[src/rtl/cordicg_chan_sched.sv]
// Round-robin multi-channel front end and result tagger for the pipelined cordicg core.
// Define CORDIC_SCHED_GAINCOMP_EN to add a one-stage CORDIC gain-compensation multiplier on mag_o.
module cordicg_chan_sched #(
    parameter int WIDTH   = 19,
    parameter int NCH     = 4,
    parameter int CH_W    = 2,
    parameter int LATENCY = 32
) (
    input  logic                   clk,
    input  logic                   rst_n,
    input  logic [NCH-1:0]         iq_valid_i,
    input  logic [NCH*WIDTH-1:0]   i_i,
    input  logic [NCH*WIDTH-1:0]   q_i,
    input  logic                   overrun_clr_i,
    output logic [1:0]             cordic_op_o,
    output logic [WIDTH-1:0]       cordic_x_o,
    output logic [WIDTH-1:0]       cordic_y_o,
    output logic [WIDTH:0]         cordic_ph_o,
    input  logic [WIDTH-1:0]       cordic_x_i,
    input  logic [WIDTH:0]         cordic_ph_i,
    output logic [WIDTH-1:0]       mag_o,
    output logic [WIDTH:0]         phase_o,
    output logic [CH_W-1:0]        ch_o,
    output logic                   valid_o,
    output logic [NCH-1:0]         overrun_o
);

    // The core samples cordic_x_o one edge after we launch it, so the tag needs
    // the launch register plus a LATENCY-deep delay line to meet its result.
    localparam int TAG_D = LATENCY + 1;

    logic [NCH-1:0][WIDTH-1:0] hold_i_q, hold_i_d, hold_q_q, hold_q_d;
    logic [NCH-1:0]            pending_q, pending_d;
    logic [NCH-1:0]            overrun_q, overrun_d;
    logic [CH_W-1:0]           rr_q, rr_d;
    logic [WIDTH-1:0]          cx_q, cx_d, cy_q, cy_d;
    logic [TAG_D-1:0]          tag_vld_q, tag_vld_d;
    logic [TAG_D-1:0][CH_W-1:0] tag_ch_q, tag_ch_d;
    logic [WIDTH-1:0]          mag_q, mag_d;
    logic [WIDTH:0]            phase_q, phase_d;
    logic [CH_W-1:0]           ch_q, ch_d;
    logic                      valid_q, valid_d;

    logic                      found;
    logic [CH_W-1:0]           sel;

`ifdef CORDIC_SCHED_GAINCOMP_EN
    localparam int PW = WIDTH + 15;
    localparam logic signed [PW-1:0] GC_K    = PW'(19899);
    localparam logic signed [PW-1:0] GC_RND  = PW'(16384);
    localparam logic signed [PW-1:0] SAT_MAX = PW'((2 ** (WIDTH - 1)) - 1);
    localparam logic signed [PW-1:0] SAT_MIN = -SAT_MAX - PW'(1);

    logic signed [PW-1:0] gc_prod_q, gc_prod_d;
    logic [WIDTH:0]       gc_ph_q, gc_ph_d;
    logic [CH_W-1:0]      gc_ch_q, gc_ch_d;
    logic                 gc_vld_q, gc_vld_d;

    function automatic logic [WIDTH-1:0] sat_shift(input logic signed [PW-1:0] p);
        logic signed [PW-1:0] s;
        s = p >>> 15;
        if (s > SAT_MAX)      return SAT_MAX[WIDTH-1:0];
        else if (s < SAT_MIN) return SAT_MIN[WIDTH-1:0];
        return s[WIDTH-1:0];
    endfunction
`endif

    function automatic logic [CH_W-1:0] wrap_add(input logic [CH_W-1:0] base, input int off);
        int s;
        s = int'(base) + off;
        if (s >= NCH) s = s - NCH;
        return CH_W'(s);
    endfunction

    // Scan downward so the last hit is the first pending channel at or after rr.
    always_comb begin
        found = 1'b0;
        sel   = rr_q;
        for (int off = NCH - 1; off >= 0; off--) begin
            if (pending_q[wrap_add(rr_q, off)]) begin
                found = 1'b1;
                sel   = wrap_add(rr_q, off);
            end
        end
    end

    always_comb begin
        // NOTE: every variable gets a default before any branch, so no latch can be inferred.
        hold_i_d  = hold_i_q;
        hold_q_d  = hold_q_q;
        pending_d = pending_q;
        overrun_d = overrun_clr_i ? '0 : overrun_q;
        rr_d      = rr_q;
        cx_d      = '0;
        cy_d      = '0;

        if (found) begin
            pending_d[sel] = 1'b0;
            rr_d           = (sel == CH_W'(NCH - 1)) ? '0 : sel + CH_W'(1);
            cx_d           = hold_i_q[sel];
            cy_d           = hold_q_q[sel];
        end

        // A strobe on the issuing channel refills it without counting as an overrun.
        for (int k = 0; k < NCH; k++) begin
            if (iq_valid_i[k]) begin
                hold_i_d[k]  = i_i[k*WIDTH +: WIDTH];
                hold_q_d[k]  = q_i[k*WIDTH +: WIDTH];
                if (pending_q[k] && !(found && sel == CH_W'(k)))
                    overrun_d[k] = 1'b1;
                pending_d[k] = 1'b1;
            end
        end

        tag_vld_d = {tag_vld_q[TAG_D-2:0], found};
        tag_ch_d  = {tag_ch_q[TAG_D-2:0], sel};
    end

    always_comb begin
        mag_d   = mag_q;
        phase_d = phase_q;
        ch_d    = ch_q;
`ifdef CORDIC_SCHED_GAINCOMP_EN
        gc_prod_d = gc_prod_q;
        gc_ph_d   = gc_ph_q;
        gc_ch_d   = gc_ch_q;
        gc_vld_d  = tag_vld_q[TAG_D-1];
        if (tag_vld_q[TAG_D-1]) begin
            gc_prod_d = PW'($signed(cordic_x_i)) * GC_K + GC_RND;
            gc_ph_d   = cordic_ph_i;
            gc_ch_d   = tag_ch_q[TAG_D-1];
        end
        valid_d = gc_vld_q;
        if (gc_vld_q) begin
            mag_d   = sat_shift(gc_prod_q);
            phase_d = gc_ph_q;
            ch_d    = gc_ch_q;
        end
`else
        valid_d = tag_vld_q[TAG_D-1];
        if (tag_vld_q[TAG_D-1]) begin
            mag_d   = cordic_x_i;
            phase_d = cordic_ph_i;
            ch_d    = tag_ch_q[TAG_D-1];
        end
`endif
    end

    // NOTE: the tag line is reset, the core is not; validity comes only from the tags.
    always_ff @(posedge clk or negedge rst_n) begin
        if (!rst_n) begin
            hold_i_q  <= '0;
            hold_q_q  <= '0;
            pending_q <= '0;
            overrun_q <= '0;
            rr_q      <= '0;
            cx_q      <= '0;
            cy_q      <= '0;
            tag_vld_q <= '0;
            tag_ch_q  <= '0;
            mag_q     <= '0;
            phase_q   <= '0;
            ch_q      <= '0;
            valid_q   <= 1'b0;
`ifdef CORDIC_SCHED_GAINCOMP_EN
            gc_prod_q <= '0;
            gc_ph_q   <= '0;
            gc_ch_q   <= '0;
            gc_vld_q  <= 1'b0;
`endif
        end else begin
            // NOTE: non-blocking assignments so every flop samples pre-edge values.
            hold_i_q  <= hold_i_d;
            hold_q_q  <= hold_q_d;
            pending_q <= pending_d;
            overrun_q <= overrun_d;
            rr_q      <= rr_d;
            cx_q      <= cx_d;
            cy_q      <= cy_d;
            tag_vld_q <= tag_vld_d;
            tag_ch_q  <= tag_ch_d;
            mag_q     <= mag_d;
            phase_q   <= phase_d;
            ch_q      <= ch_d;
            valid_q   <= valid_d;
`ifdef CORDIC_SCHED_GAINCOMP_EN
            gc_prod_q <= gc_prod_d;
            gc_ph_q   <= gc_ph_d;
            gc_ch_q   <= gc_ch_d;
            gc_vld_q  <= gc_vld_d;
`endif
        end
    end

    assign cordic_op_o = 2'b01;
    assign cordic_x_o  = cx_q;
    assign cordic_y_o  = cy_q;
    assign cordic_ph_o = '0;
    assign mag_o       = mag_q;
    assign phase_o     = phase_q;
    assign ch_o        = ch_q;
    assign valid_o     = valid_q;
    assign overrun_o   = overrun_q;

endmodule
[config.mk]
export PLATFORM = sky130hd
export DESIGN_NAME = cordicg_chan_sched
export DESIGN_NICKNAME = d
export VERILOG_FILES = /design/src/rtl/cordicg_chan_sched.sv
export SDC_FILE = /design/constraint.sdc
export NUM_CORES = 1
export LEC_CHECK = 0
export BUFFER_PORTS_ARGS = -buffer_cell sky130_fd_sc_hd__buf_2
export CAP_MARGIN = 0
export CORE_MARGIN = 2
export CORE_UTILIZATION = 57
export CTS_CLUSTER_DIAMETER = 100
export DETAILED_ROUTE_END_ITERATION = 7
export PLACE_DENSITY = 0.92
export SYNTH_ARGS = -nofsm -noshare
export SYNTH_HDL_FRONTEND = slang
export SYNTH_SLANG_ARGS = --single-unit
[constraint.sdc]
create_clock -name clk -period 3.55 [get_ports clk]
set_input_delay 0 -clock clk [delete_from_list [all_inputs] [get_ports clk]]
set_output_delay 0 -clock clk [all_outputs]
set_load 0.01 [all_outputs]
==> flow_metrics.py, run 1 <==
metrics = {
    "clock_network": {
        "htree_levels": 2,
        "cts.repair.resized": 0,
        "clk_pin_slew_ns": 0.07,
        "cts_root_buf": "clkbuf_16",
        "cts_made_buffers": 35,
        "cts_tree": "yes",
        "clk_path_buf_depth": 3,
        "insertion_delay_ns": 0.51,
        "cts.sinks": 341,
    },
    "flow_run": {
        "cap_viol_max_count": 0,
    },
    "placed_design": {
        "dp_hpwl_um": 18300,
        "port_buffers": 281,
        "place_congestion": 0.807,
    },
    "min_path": {
        "holdPathStages": 2,
        "min_to": "pending_q[3]$_DFFE_PN0P_",
        "hp-start": "iq_valid_i[3]",
        "hold_class": "input port to register",
    },
    "power": {
        "leakage_uw": 0.00794,
        "p_total_uw": 12300,
        "p_per_area_mw_per_mm2": 723,
        "peakVddDrop_v": 0.000692,
    },
    "grt": {
        "grt_first_pass_wirelength_um": 53100,
        "grt_pass1_vias": 9615,
        "grt_overflow": 0,
        "track_usage": 0.314,
        "antenna_found_initial": 2,
        "grt_max_degree": 125,
    },
    "finish": {
        "most-common-layout-cells": "341 x dfrtp_1, 280 x buf_2, 193 x mux2_2, 193 x dlygate4sd3_1, 76 x mux2i_1",
        "fin_nets": 1434,
        "fillers": 1121,
        "layout-drive-gt1-share": 0.430,
        "area_growth_pct": 37.2,
        "layout_commonest_cell": "dfrtp_1",
    },
    "worst_setup_path": {
        "startpoint_type": "register",
        "reg2reg_to": "cordic_y_o[8]$_DFF_PN0_",
        "slowest_delay_ns": 0.92,
        "reg2reg_slack_ns": 0.78,
        "reg2reg_from": "pending_q[0]$_DFFE_PN0P_",
        "crit_path_start": "pending_q[0]$_DFFE_PN0P_",
        "reg2reg_depth": 5,
        "cp.arrival_ns": 3.15,
        "slowest_stage": "nand3_2",
        "cp.required_ns": 3.93,
        "path_class": "register to register",
        "worstSetupEndpointType": "register",
        "worstPathCellList": "or2b_1 > o21ai_0 > a21oi_2 > nand3_2 > o22ai_1",
        "path_max_fanout": 39,
    },
    "logic_synthesis": {
        "synth_seq_cells": 341,
        "synthCells": 757,
        "synth-edff-count": 0,
        "avgSynthCellArea_um2": 16.4,
        "synth_top_area_cell": "dfrtp_1",
        "yosysSeqAreaShare": 0.687,
        "synth_warnings": 0,
        "ys_types": 33,
        "async_reset_ff_frac": 1.00,
        "synth.top_cell.area_share": 0.687,
        "syn_area_mm2": 0.0124,
        "ys.flop_type": "dfrtp_1",
        "netlist_top_cells_area": "dfrtp_1 69%, mux2_2 17%, mux2i_1 6.1%",
    },
    "floorplan": {
        "dieWidth_um": 152,
        "rows": 54,
        "coreArea_mm2": 0.0216,
        "die_h_um": 152,
        "start_util": 0.574,
        "dieArea_mm2": 0.0230,
        "ios": 304,
    },
    "detailed_routing": {
        "wl_per_cell_um": 23.4,
        "routed_wl_um": 36100,
        "highest_layer": "met4",
        "wl_met1_um": 12900,
        "num_vias": 8505,
        "avgViaCountPerCell": 5.51,
        "drt_iter0_markers": 457,
        "dr.pass1.iters": 5,
        "met2_length_um": 18900,
        "drtAntennaViolNets": 0,
        "drc": 0,
        "wl_met3_um": 2460,
    },
    "sta": {
        "finalCritPeriodShare": 0.779,
        "setup_tns_ns": 0,
        "hold_viol_final": 0,
        "period_minus_slack_ns": 2.77,
        "setup_viol": 0,
        "skew_ns": 0.0209,
        "max_slew_margin": 0.199,
        "fmax_mhz": 361,
        "rsz0062_at_grt": "false",
        "drv_slew": 0,
        "max_slew.worst_pin.slew_ns": 1.20,
        "whs_ns": 0.0638,
    },
    "outcome": {
        "outcome": "finished clean",
    },
}
[sequential cells by signal, indices dropped and copies added, names as in the netlist, 19 cells and up]
| name | count |
|---|---|
| tag_ch_d | 64 |
| mag_o | 19 |
| hold_q_q | 76 |
| phase_o | 20 |
| tag_vld_q | 33 |
| cordic_x_o | 19 |
| hold_i_q | 76 |
| cordic_y_o | 19 |
[worst max-delay path: cells and delay by family, from the launching register on]
family / cells / cell delay, ns
DFF: 1 / 0.44
and+or+nand+nor: 2 / 1.14
AOI/OAI and AO/OA: 3 / 1.03
[layout make-up]
cell class | count | area (um2) | area share
multi-input combinational | 367 | 3520 | 0.206
inverter | 7 | 26.3 | 0.00154
sequential | 341 | 8530 | 0.501
tap | 280 | 350 | 0.0206
clock buffer | 51 | 1020 | 0.0597
antenna | 2 | 5.00 | 0.000294
timing repair buffer | 483 | 3440 | 0.202
clock inverter | 12 | 153 | 0.00896
[logic make-up (layout without fill, tap and decap cells)]
group                      after synthesis  count (layout)  share of synthesized area
AOI/OAI and AO/OA                       61              61                     0.0330
adders and majority gates                1               1                    0.00101
buffers and inverters                   69             553                     0.0359
DFF                                    341             341                      0.687
muxes                                  269             269                      0.236
other                                    2              24                   0.000605
and+or+nand+nor                         14              14                    0.00615
[per-layer routing]
| metal | GRT usage | up-vias |
|---|---|---|
| li1 | - | 3597 |
| met2 | 0.567 | 475 |
| met1 | 0.351 | 4313 |
| met4 | 0.166 | 0 |
| met3 | 0.0653 | 120 |
| met5 | 0 | - |
[cells in the mapped netlist, types with 2 or more instances]
cell type / number
o21bai_1: 2
conb_1: 2
nor2_1: 2
a21o_1: 4
mux2_2: 193
buf_6: 11
o21ai_0: 2
a32o_1: 2
nand2_1: 6
buf_4: 23
clkbuf_1: 10
buf_1: 12
inv_1: 7
mux2i_1: 76
o2bb2ai_1: 2
buf_2: 5
o22ai_1: 38
dfrtp_1: 341
nand3_2: 2
a21oi_1: 4
[where the power goes]
part           internal, uW  switching [uW]  total (uW)
registers              4800             422        5220
logic                  1430            1940        3370
clock network          2220            1510        3730
[worst max path at each step]
stage	slack [ns]	cells past startpoint	endpoint
after global routing	0.64	5	cordic_y_o[8]$_DFF_PN0_
after CTS	0.89	5	cordic_y_o[12]$_DFF_PN0_
final	0.78	5	cordic_y_o[8]$_DFF_PN0_
after detailed placement	0.99	5	cordic_y_o[6]$_DFF_PN0_
after global placement	1.17	5	cordic_x_o[14]$_DFF_PN0_
after floorplan	1.92	8	overrun_o[3]$_DFF_PN0_
[metrics by stage]
step / area (um2) / instances / setup WS (ns) / utilization
2_1_floorplan: 12500 / 777 / 1.92 / -
3_3_place_gp: 13900 / 1285 / 1.17 / 0.645
3_5_place_dp: 13900 / 1285 / 0.988 / 0.645
4_1_cts: 17000 / 1541 / 0.888 / 0.788
5_1_grt: 17000 / 1543 / 0.635 / 0.788
6_report: 17000 / 1543 / 0.783 / 0.788
[what timing repair did]
action / in CTS / in global routing
hold buffers: 193 / 0
buffers inserted: 0 / 0
endpoints found under the hold margin: 315 / 0
Power figures use the tool's default switching activity.
==> run 2, diff against run 1 <==
- CORE_UTILIZATION: 57 -> 53
- PLACE_DENSITY: 0.92 -> 0.87
- clock period: 3.55 -> 2.8 ns (I/O delays scaled with it)
==> run 2 against run 1 <==
Final cell count grew 2.9%. Die area grew 7.3%. Non-clock buffer count grew 8. Wire length shrank 7.0%. Clock skew shrank 0.0023 ns. Sequential power grew 26%.
==> flow_metrics.py, run 2 (same netlist as run 1, synthesis figures left out) <==
metrics = {
    "finish": {
        "design_area_mm2": 0.0171,
        "utilization": 0.736,
        "most-common-layout-cells": "341 x dfrtp_1, 280 x buf_2, 193 x mux2_2, 193 x dlygate4sd3_1, 76 x mux2i_1",
        "layout_commonest_cell": "dfrtp_1",
        "layout-drive-gt1-share": 0.431,
        "fin_nets": 1442,
        "area_growth_pct": 37.8,
    },
    "clock_network": {
        "htree_levels": 2,
        "cts_root_buf": "clkbuf_16",
        "insertion_delay_ns": 0.52,
        "cts.repair.resized": 0,
        "cts_tree": "yes",
        "cts_made_buffers": 35,
        "clk_pin_slew_ns": 0.06,
        "holdBufCountCts": 193,
        "cts.sinks": 341,
        "cts_setup_buffers": 0,
        "clk_path_buf_depth": 3,
    },
    "flow_run": {
        "cap_viol_max_count": 0,
    },
    "worst_setup_path": {
        "path_max_fanout": 26,
        "path_class": "register to register",
        "worstSetupEndpointType": "register",
        "reg2reg_slack_ns": 0.65,
        "cp.required_ns": 3.21,
        "cp.arrival_ns": 2.56,
        "reg2reg_depth": 6,
        "startpoint_type": "register",
    },
    "power": {
        "internal_power_uw": 10600,
        "p_switching_uw": 4840,
        "leakage_uw": 0.00795,
        "pwr-share-seq": 0.427,
        "switching_share": 0.314,
        "peakVddDrop_v": 0.000852,
        "clockPowerShare": 0.288,
        "p_per_area_mw_per_mm2": 900,
        "p_comb_frac": 0.286,
    },
    "sta": {
        "period_minus_slack_ns": 2.15,
        "fmax_mhz": 465,
        "hold_viol_final": 0,
        "max_slew.worst_pin.slew_ns": 0.717,
        "max_slew_margin": 0.522,
        "rsz0062_at_grt": "false",
        "setup_viol": 0,
        "skew_ns": 0.0185,
        "finalCritPeriodShare": 0.769,
        "layout_setup_ws_ns": 0.648,
        "setup_tns_ns": 0,
        "drv_slew": 0,
    },
    "grt": {
        "grt_pass1_vias": 9387,
        "antenna_found_initial": 3,
        "track_usage": 0.271,
        "grt_max_degree": 79,
        "grt_first_pass_wirelength_um": 50800,
        "grt_overflow": 0,
    },
    "floorplan": {
        "coreArea_mm2": 0.0233,
        "dieArea_mm2": 0.0247,
        "dieWidth_um": 157,
        "die_h_um": 157,
        "rows": 56,
        "start_util": 0.534,
        "ios": 304,
    },
    "detailed_routing": {
        "routed_wl_um": 33500,
        "wl_met3_um": 2590,
        "wl_met1_um": 12800,
        "highest_layer": "met4",
        "avgViaCountPerCell": 5.26,
        "wl_per_cell_um": 21.1,
        "drc": 0,
        "met2_length_um": 17000,
        "drt_iter0_markers": 452,
        "drtAntennaViolNets": 0,
        "dr.pass1.iters": 5,
        "num_vias": 8353,
    },
    "placed_design": {
        "dp_hpwl_um": 17600,
        "place_area_mm2": 0.0141,
        "place_congestion": 0.749,
        "dp_slack_ns": 0.693,
        "port_buffers": 281,
    },
    "outcome": {
        "outcome": "finished clean",
    },
    "min_path": {
        "hold_class": "input port to asynchronous set/reset pin",
    },
}
==> run 2: per-stage QoR <==
step / total power (uW) / std cells / hold WS [ns]
finish: 15400 / 1587 / 0.0471
global route: 16100 / 1587 / 0.0546
CTS: 15300 / 1584 / 0.0364
detailed placement: 10700 / 1332 / 0.00421
global placement: 10500 / 1332 / 0.00747
floorplan: 9390 / 777 / -0.296
==> run 2: path summary, 6_finish.rpt <==
kind                                     startpoint                        to
setup reg to reg           pending_q[0]$_DFFE_PN0P_   cordic_x_o[8]$_DFF_PN0_
max in group asynchronous                     rst_n    tag_ch_d[18]$_DFF_PN0_
min in group clk                      iq_valid_i[2]  pending_q[2]$_DFFE_PN0P_
setup / recovery           pending_q[0]$_DFFE_PN0P_   cordic_x_o[8]$_DFF_PN0_
hold / removal                                rst_n  hold_q_q[68]$_DFFE_PN0P_
hold reg to reg              tag_ch_d[18]$_DFF_PN0_    tag_ch_d[20]$_DFF_PN0_
==> run 2: cell type report <==
| cell class | count | area (um2) |
|---|---|---|
| clock buffers | 49 | 968 |
| flip-flops and latches | 341 | 8530 |
| repair buffers | 491 | 3550 |
| inverters | 7 | 26.3 |
| clock inverters | 10 | 115 |
| well taps | 319 | 399 |
| multi-input cells | 367 | 3520 |
| diodes | 3 | 7.51 |
| fillers | 1339 | 6150 |
==> run 2: routing by layer <==
| metal | vias up | track usage |
|---|---|---|
| met1 | 4237 | 0.323 |
| met4 | 0 | 0.117 |
| met2 | 415 | 0.468 |
| met3 | 97 | 0.0680 |
| met5 | - | 0 |
| li1 | 3604 | - |
==> run 2: power groups by stage <==
stage | logic, uW | registers (uW) | clock network (uW)
floorplan | 2730 | 6650 | 0
global placement | 3950 | 6570 | 0
detailed placement | 4060 | 6610 | 0
CTS | 4310 | 6550 | 4470
global route | 4690 | 6670 | 4720
finish | 4410 | 6570 | 4430
==> run 2: worst max-delay path, stage by stage, from the launching register on <==
cell and delay, ns:
dfrtp_1 0.42, or2b_1 0.22, o21ai_0 0.15, a21oi_2 0.26, nand3_2 0.42, buf_12 0.34
o22ai_1 0.23
==> run 3, diff against run 2 <==
- CORE_UTILIZATION: 53 -> 48
- PLACE_DENSITY: 0.87 -> 0.84
- clock period: 2.8 -> 1.74 ns (I/O delays scaled with it)
==> run 3 against run 2 <==
The flow now finishes with violations (negative setup slack). Clock power increased by 70%. Combinational power increased to 2.5 times the previous value. Final cell count increased by 5.0%. Die area increased by 10%. Sequential power increased by 63%. Global-route usage decreased by 0.25 points. Wire length increased by 13%. Worst hold slack got worse by 0.0011 ns. Clock skew decreased by 0.0034 ns.
==> flow_metrics.py, run 3 (same netlist as run 1, synthesis figures left out) <==
metrics = {
    "outcome": {
        "outcome": "complete, but fails checks",
        "violations": "negative setup slack",
    },
    "finish": {
        "area_growth_pct": 48.6,
        "multi_input_area_mm2": 0.00378,
        "fillers": 1484,
        "layout-drive-gt1-share": 0.483,
        "utilization": 0.729,
        "fin_nets": 1507,
        "register_area_mm2": 0.00854,
        "most-common-layout-cells": "339 x dfrtp_1, 280 x buf_2, 209 x dlygate4sd3_1",
        "layout_commonest_cell": "dfrtp_1",
    },
    "detailed_routing": {
        "drc": 0,
        "wl_per_cell_um": 22.7,
        "dr.pass1.iters": 4,
        "drt_iter0_markers": 538,
        "num_vias": 8715,
        "routed_wl_um": 37800,
        "avgViaCountPerCell": 5.23,
        "drtAntennaViolNets": 0,
    },
    "placed_design": {
        "place_congestion": 0.829,
        "port_buffers": 281,
        "dp_slack_ns": -0.0652,
        "dp_hpwl_um": 18900,
    },
    "grt": {
        "grt_max_degree": 53,
        "antenna_found_initial": 4,
        "grt_first_pass_wirelength_um": 54400,
        "track_usage": 0.268,
        "grt_overflow": 0,
        "grt_pass1_vias": 9915,
    },
    "sta": {
        "period_minus_slack_ns": 1.90,
        "hold_viol_final": 0,
        "setup_viol": 43,
        "finalCritPeriodShare": 1.09,
        "layout_setup_ws_ns": -0.163,
        "fmax_mhz": 526,
        "drv_slew": 0,
        "rsz0062_at_grt": "true",
        "skew_ns": 0.0152,
    },
    "worst_setup_path": {
        "cp.required_ns": 2.13,
        "path_class": "register to register",
        "cp.arrival_ns": 2.30,
        "reg2reg_depth": 8,
        "reg2reg_slack_ns": -0.16,
        "reg2reg_to": "cordic_y_o[2]$_DFF_PN0_",
        "path_max_fanout": 8,
        "slowest_delay_ns": 0.44,
        "worstPathCellList": "o21ai_2 > nand2_2 > a22oi_2 > buf_4 > buf_12 > clkbuf_16 > mux2i_1 > o22ai_1",
        "startpoint_type": "register",
        "reg2reg_from": "pending_q[1]$_DFFE_PN0P_",
        "slowest_stage": "dfrtp_2",
        "worstSetupEndpointType": "register",
    },
    "floorplan": {
        "coreArea_mm2": 0.0253,
        "die_h_um": 165,
        "dieWidth_um": 165,
        "rows": 58,
        "dieArea_mm2": 0.0272,
        "ios": 304,
        "start_util": 0.490,
    },
    "flow_run": {
        "cap_viol_max_count": 0,
    },
    "clock_network": {
        "cts.sinks": 341,
        "cts_root_buf": "clkbuf_16",
        "cts_tree": "yes",
        "htree_levels": 2,
        "cts_made_buffers": 36,
        "clk_path_buf_depth": 3,
        "clk_pin_slew_ns": 0.07,
        "insertion_delay_ns": 0.52,
    },
    "min_path": {
        "hp-start": "iq_valid_i[3]",
        "hold_class": "input port to register",
        "holdPathStages": 3,
        "min_to": "pending_q[3]$_DFFE_PN0P_",
    },
    "power": {
        "p_per_area_mw_per_mm2": 1590,
        "leakage_uw": 0.00844,
        "peakVddDrop_v": 0.000907,
    },
}
## run 3: cell count changes in the layout (fill, tap and decap cells not counted), sizes merged
cell	change
dlygate4sd3	+16
inv	+1
clkbuf	+3
diode	+2
buf	+45
clkinvlp	+2
## run 3: how the worst max path moves through the flow
stage	start	end	slack (ns)
2_1_floorplan	rr_q[1]$_DFFE_PN0P_	overrun_o[3]$_DFF_PN0_	0.11
3_3_place_gp	pending_q[1]$_DFFE_PN0P_	cordic_y_o[2]$_DFF_PN0_	0.01
3_5_place_dp	pending_q[1]$_DFFE_PN0P_	cordic_x_o[6]$_DFF_PN0_	-0.07
4_1_cts	pending_q[1]$_DFFE_PN0P_	cordic_y_o[8]$_DFF_PN0_	-0.06
5_1_grt	rr_q[0]$_DFFE_PN0P_	cordic_y_o[4]$_DFF_PN0_	-0.28
6_report	pending_q[1]$_DFFE_PN0P_	cordic_y_o[2]$_DFF_PN0_	-0.16
## run 3: repair_timing
item	4_1_cts	5_1_grt
hold buffers	210	0
resized for setup	15	68
cloned	5	4
endpoints found under the setup margin	21	45
pin swaps	14	26
buffers inserted	13	11
hold endpoints to repair	518	0
## run 3: metal layers
metal,track usage,up-vias,part of all wire
met5,0,-,0
li1,-,3744,-
met3,0.0660,152,0.066
met4,0.164,0,0.063
met1,0.298,4376,0.36
met2,0.465,443,0.51
## run 3: stage by stage
step,setup TNS [ns],power [uW],hold WS (ns),instances,cell area (um2)
5_1_grt,-7.72,30500,0.0352,1666,18500
3_3_place_gp,0,17700,-0.0680,1361,14400
4_1_cts,-0.797,27200,0.00741,1650,18000
3_5_place_dp,-0.667,18000,-0.0586,1361,14400
2_1_floorplan,0,15100,-0.296,777,12500
6_report,-3.81,29400,0.0460,1667,18500
## run 3: power by group
part           internal, uW  switching (uW)  leakage (uW)
Sequential             9790             868       0.00389
Combinational          5870            5270       0.00399
Clock                  4340            3210      0.000567
Total                 20000            9350       0.00844
## run 3: worst max-delay path, delay by kind of cell, from the launching register on
family | cells | cell delay [ns]
muxes | 1 | 0.22
and+or+nand+nor | 1 | 0.08
AOI/OAI and AO/OA | 3 | 0.52
DFF | 1 | 0.44
buffers and inverters | 3 | 0.51
## run 3: final cells by class
class | count | area share
Antenna cell | 5 | 0.000678
Multi-Input combinational cell | 367 | 0.205
Inverter | 7 | 0.00142
Timing Repair Buffer | 555 | 0.245
Sequential cell | 341 | 0.463
Clock inverter | 13 | 0.00732
Tap cell | 330 | 0.0224
Clock buffer | 49 | 0.0558
